--- config.mk ---
export PLATFORM = sky130hd
export DESIGN_NAME = unidade_controle_jogo
export DESIGN_NICKNAME = d
export VERILOG_FILES = /design/src/rtl/unidade_controle_jogo.sv
export SDC_FILE = /design/constraint.sdc
export NUM_CORES = 1
export LEC_CHECK = 0
export CAP_MARGIN = 0
export CORE_UTILIZATION = 42
export CTS_CLUSTER_SIZE = 10
export DETAILED_ROUTE_END_ITERATION = 16
export PLACE_DENSITY = 0.8
export SLEW_MARGIN = 20
export SYNTH_ARGS = -nofsm -noshare
export SYNTH_HDL_FRONTEND = slang
export SYNTH_SLANG_ARGS = --single-unit
--- constraint.sdc ---
create_clock -name clock -period 1.2 [get_ports clock]
set_input_delay 0.24 -clock clock [delete_from_list [all_inputs] [get_ports clock]]
set_output_delay 0.24 -clock clock [all_outputs]
set_load 0.01 [all_outputs]
--- src/rtl/unidade_controle_jogo.sv ---
// unidade_controle_jogo: control FSM for the memory-sequence game.
// Optional play timeout is built only when CONTROLE_TIMEOUT_EN is defined.
module unidade_controle_jogo #(
  parameter int N_RODADAS      = 16,
  parameter int TIMEOUT_CICLOS = 3000
) (
  input  logic       clock,
  input  logic       reset,
  input  logic       jogar,
  input  logic       jogada,
  input  logic       igual,
  output logic [3:0] endereco,
  output logic [3:0] rodada,
  output logic       ganhou,
  output logic       perdeu,
  output logic       timeout,
  output logic       pronto,
  output logic [3:0] db_estado
);

  typedef enum logic [3:0] {
    INICIAL     = 4'h0,
    PREPARA     = 4'h1,
    ESPERA      = 4'h2,
    COMPARA     = 4'h3,
    PROX_JOGADA = 4'h4,
    PROX_RODADA = 4'h5,
    FIM_ACERTO  = 4'hA,
`ifdef CONTROLE_TIMEOUT_EN
    FIM_TIMEOUT = 4'hD,
`endif
    FIM_ERRO    = 4'hE
  } estado_t;

  localparam logic [3:0] ULTIMA = 4'(N_RODADAS - 1);

  estado_t    estado_q, estado_d;
  logic [3:0] end_q, end_d;
  logic [3:0] rod_q, rod_d;
  logic       igual_q, igual_d;
  logic       fim_tempo;

`ifdef CONTROLE_TIMEOUT_EN
  localparam int TW =
    (TIMEOUT_CICLOS > 1) ? $clog2(TIMEOUT_CICLOS) : 1;
  localparam logic [TW-1:0] LIMITE = TW'(TIMEOUT_CICLOS - 1);

  logic [TW-1:0] timer_q, timer_d;

  // Play timer: cleared on every new play slot, saturating count in ESPERA
  always_comb begin
    timer_d = timer_q;
    case (estado_q)
      PREPARA,
      PROX_JOGADA,
      PROX_RODADA: timer_d = '0;
      ESPERA: begin
        if (timer_q != '1) begin
          timer_d = timer_q + 1'b1;
        end
      end
      default: timer_d = timer_q;
    endcase
  end

  // Timer register
  always_ff @(posedge clock) begin
    if (reset) begin
      timer_q <= '0;
    end else begin
      timer_q <= timer_d;
    end
  end

  assign fim_tempo = (timer_q == LIMITE);
`else
  localparam int unused_timeout_ciclos = TIMEOUT_CICLOS;
  assign fim_tempo = 1'b0;
`endif

  // Next state and counter updates; jogada only matters in ESPERA
  always_comb begin
    estado_d = estado_q;
    end_d    = end_q;
    rod_d    = rod_q;
    igual_d  = igual_q;
    case (estado_q)
      INICIAL: begin
        if (jogar) begin
          estado_d = PREPARA;
        end
      end
      PREPARA: begin
        end_d    = 4'd0;
        rod_d    = 4'd0;
        estado_d = ESPERA;
      end
      ESPERA: begin
        if (jogada) begin
          igual_d  = igual;
          estado_d = COMPARA;
        end
`ifdef CONTROLE_TIMEOUT_EN
        else if (fim_tempo) begin
          estado_d = FIM_TIMEOUT;
        end
`endif
      end
      COMPARA: begin
        if (!igual_q) begin
          estado_d = FIM_ERRO;
        end else if (end_q != rod_q) begin
          estado_d = PROX_JOGADA;
        end else if (rod_q == ULTIMA) begin
          estado_d = FIM_ACERTO;
        end else begin
          estado_d = PROX_RODADA;
        end
      end
      PROX_JOGADA: begin
        end_d    = end_q + 4'd1;
        estado_d = ESPERA;
      end
      PROX_RODADA: begin
        rod_d    = rod_q + 4'd1;
        end_d    = 4'd0;
        estado_d = ESPERA;
      end
`ifdef CONTROLE_TIMEOUT_EN
      FIM_TIMEOUT,
`endif
      FIM_ACERTO,
      FIM_ERRO: begin
        if (jogar) begin
          estado_d = PREPARA;
        end
      end
      default: estado_d = INICIAL;
    endcase
  end

  // State, counters and latched comparison
  always_ff @(posedge clock) begin
    if (reset) begin
      estado_q <= INICIAL;
      end_q    <= 4'd0;
      rod_q    <= 4'd0;
      igual_q  <= 1'b0;
    end else begin
      estado_q <= estado_d;
      end_q    <= end_d;
      rod_q    <= rod_d;
      igual_q  <= igual_d;
    end
  end

  // Moore status outputs decoded from the state
  always_comb begin
    ganhou  = 1'b0;
    perdeu  = 1'b0;
    timeout = 1'b0;
    pronto  = 1'b0;
    case (estado_q)
      FIM_ACERTO: begin
        ganhou = 1'b1;
        pronto = 1'b1;
      end
      FIM_ERRO: begin
        perdeu = 1'b1;
        pronto = 1'b1;
      end
`ifdef CONTROLE_TIMEOUT_EN
      FIM_TIMEOUT: begin
        perdeu  = 1'b1;
        timeout = 1'b1;
        pronto  = 1'b1;
      end
`endif
      default: begin
        ganhou  = 1'b0;
        perdeu  = 1'b0;
        timeout = 1'b0;
        pronto  = 1'b0;
      end
    endcase
  end

  assign endereco  = end_q;
  assign rodada    = rod_q;
  assign db_estado = estado_q;

endmodule

==> impl_metrics.json <==
{
  "drt_iter0_drc": 73,
  "clockBufferDepth": 2,
  "synth_xor_area_share_pct": 4.35,
  "min-delay-start": "endereco[2]",
  "period_needed_ps": 1430,
  "crit_chain": "nand3b_1 > buf_4 > nor2_2 > buf_2",
  "start_util_pct": 45.7,
  "synth_top_family_by_area": "simple AND/OR/NAND/NOR gates",
  "htree_levels": 1,
  "worstPathRequired_ps": 960,
  "synthAdderAreaFrac_pct": 3.11,
  "syn_avg_cell_area_um2": 7.98,
  "clk_latency_ps": 290,
  "setup_viol": 10,
  "ys_ff_latch": 13,
  "crit_path_start_kind": "register",
  "gr-total-overflow": 0,
  "synth_area_leader_cell": "dfxtp_1",
  "grt_pass1_wl_um": 3930,
  "cpPeakStageDelay_ps": 330,
  "crit_family": "flip-flops",
  "total_leakage_power_uw": 0.000635,
  "synth_area_leaders": "dfxtp_1 32%, a21oi_1 7.5%, nor2_1 6.5%",
  "regArea_um2": 288,
  "drt_wl_total_um": 3110,
  "min-delay-path-class": "register to register",
  "regToRegStartpoint": "rodada[3]",
  "pin_count": 21,
  "drtPass1Iterations": 4,
  "numPortBuffers": 19,
  "cp-end-kind": "output pin",
  "fill_cells": 114,
  "final_max_slew_viol_count": 0,
  "ys_warn_count": 0,
  "worstSetupPathType": "register to output pin",
  "via_count": 1055,
  "period_share_pct": 120,
  "setup_slack_ps": -235,
  "synth_edf_count": 0,
  "grt_max_degree": 10,
  "synth.most_common_cell": "nor2_1",
  "fin_nets": 160,
  "final_antenna_net_count": 0,
  "netlist_area_um2": 806,
  "synthMuxAreaShare_pct": 2.48,
  "wl_per_cell_um": 17.6,
  "syn2layout_area_growth_pct": 71.4,
  "hpwl_um": 1500,
  "async_flop_share_pct": 0,
  "cts.sink_count": 13,
  "fp-row-count": 15,
  "ir_worst_vdd_uv": 634,
  "slowest_stage": "dfxtp_2",
  "antennaDiodeCount": 0,
  "crit_fanout": 3,
  "core_area_um2": 1760,
  "synth_top_flop_cell": "dfxtp_1",
  "syn_nets": 108,
  "skew_ps": 5.96,
  "dpl_cell_area_um2": 1170,
  "cts_root_buf": "clkbuf_4",
  "synth_top_area_share_pct": 32.3,
  "dieWidth_um": 45.8,
  "power.density_nw_per_um2": 985,
  "cp.buffers_inverters": 2,
  "fmax_ghz": 0.697,
  "netlist_instances": 101,
  "synth.top_cells.by_count": "14 x nor2_1, 13 x dfxtp_1, 12 x a21oi_1, 6 x nand2_1, 6 x o21ai_0",
  "multi_input_area_um2": 591,
  "seq_area_frac_synth_pct": 32.3,
  "cp_data_arrival_time_ps": 1190,
  "critical_path.startpoint": "db_estado[0]",
  "cap_violations": 0,
  "path_clk_slew_ps": 80,
  "grt_pass1_vias": 919,
  "antenna_found_initial": 0,
  "drive_gt1_share_pct": 55.3,
  "dpl_worst_slack_ps": -241,
  "finish.instance_area_um2": 1380,
  "dieArea_um2": 2100,
  "drcViolationCount": 0,
  "p_total_uw": 1360,
  "track_usage_pct": 27.2,
  "vias_per_cell": 5.96,
  "die_y_um": 45.8,
  "cts_tree": "built",
  "grt_setup_unrepaired": "yes",
  "numCtsBuffers": 3,
  "synth_compound_area_share_pct": 21.3,
  "synthSimpleGateAreaFrac_pct": 30.3,
  "hold_violations": 0,
  "status": "finished, violations left",
  "gp_congestion": 0.827,
  "hold_buffers": 0,
  "violations": "negative setup slack",
  "ys_types": 34
}
[cells in the final DEF (no fill, tap or decap), types with 2 or more instances in the layout]
cell type,n
buf_4,26
nor2_1,9
buf_6,9
buf_2,8
a21oi_1,7
dfxtp_2,7
nand2_1,6
a21oi_2,5
dfxtp_4,5
clkdlybuf4s50_1,4
nand3b_1,3
inv_1,3
nor2_4,3
nand4b_1,3
o21ai_1,3
clkbuf_4,3
nor2_2,2
nand4_1,2
mux2i_1,2
a21o_1,2
xor2_2,2
xor2_1,2
a32oi_1,2
nand3_1,2
o31ai_1,2
o21ai_2,2
clkdlybuf4s15_1,2
clkbuf_2,2
[final cells by class]
type / instances / area share (%)
Timing Repair Buffer: 53 / 31.2
Sequential cell: 13 / 20.8
Clock buffer: 4 / 1.90
Inverter: 4 / 1.09
Tap cell: 25 / 2.26
Multi-Input combinational cell: 78 / 42.8
[tightest hold or removal path, delay by kind of cell, from the launching register on]
family / cells / cell delay (ps)
compound gates: 2 / 120
flops: 1 / 370
[report_power, final]
| part | total [µW] | switching [µW] | internal [µW] |
|---|---|---|---|
| Combinational | 594 | 303 | 291 |
| Sequential | 469 | 20.3 | 448 |
| Clock | 298 | 169 | 130 |
[path summary, 6_finish.rpt]
| path | endpoint | slack [ps] | depth (start not counted) |
|---|---|---|---|
| hold / removal | endereco[2] | 520 | 2 |
| setup / recovery | ganhou | -230 | 4 |
| hold reg to reg | endereco[2] | 520 | 2 |
| setup reg to reg | db_estado[0] | -170 | 5 |
[per-stage QoR]
| stage | std cells | utilization (%) | hold slack, ps | TNS, ps |
|---|---|---|---|---|
| floorplan | 101 | - | 384 | -85.6 |
| global placement | 159 | 66.1 | 499 | -1450 |
| detailed placement | 159 | 66.1 | 525 | -1810 |
| CTS | 178 | 75.1 | 509 | -904 |
| global route | 177 | 78.3 | 548 | -1980 |
| finish | 177 | 78.3 | 524 | -1350 |
[repair_timing]
item                                   CTS  global route
setup endpoints to repair               25            21
endpoints found under the hold margin    0             0
pin swaps                                8            12
buffers inserted                        15             1
resized for setup                       68            29
[registers in the layout, summed over array words and instances, names as in the netlist]
signal     count
igual_q        1
endereco       4
db_estado      4
rodada         4
[metal layers]
metal	vias to the layer above	part of all wire [%]	global-route usage, %
met3	22	6.9	5.16
met1	497	38	31.8
met2	71	49	43.7
li1	465	-	-
met5	-	0	0
met4	0	5.8	20.0
[kinds of logic after synthesis]
family / Yosys count
adders and majority gates: 2
muxes: 2
DFF: 13
and+or+nand+nor: 41
xor gates and xnor gates: 4
buffers and inverters: 10
AOI/OAI and AO/OA: 28
other: 1
Note: power is estimated with default switching activity, not from simulation.
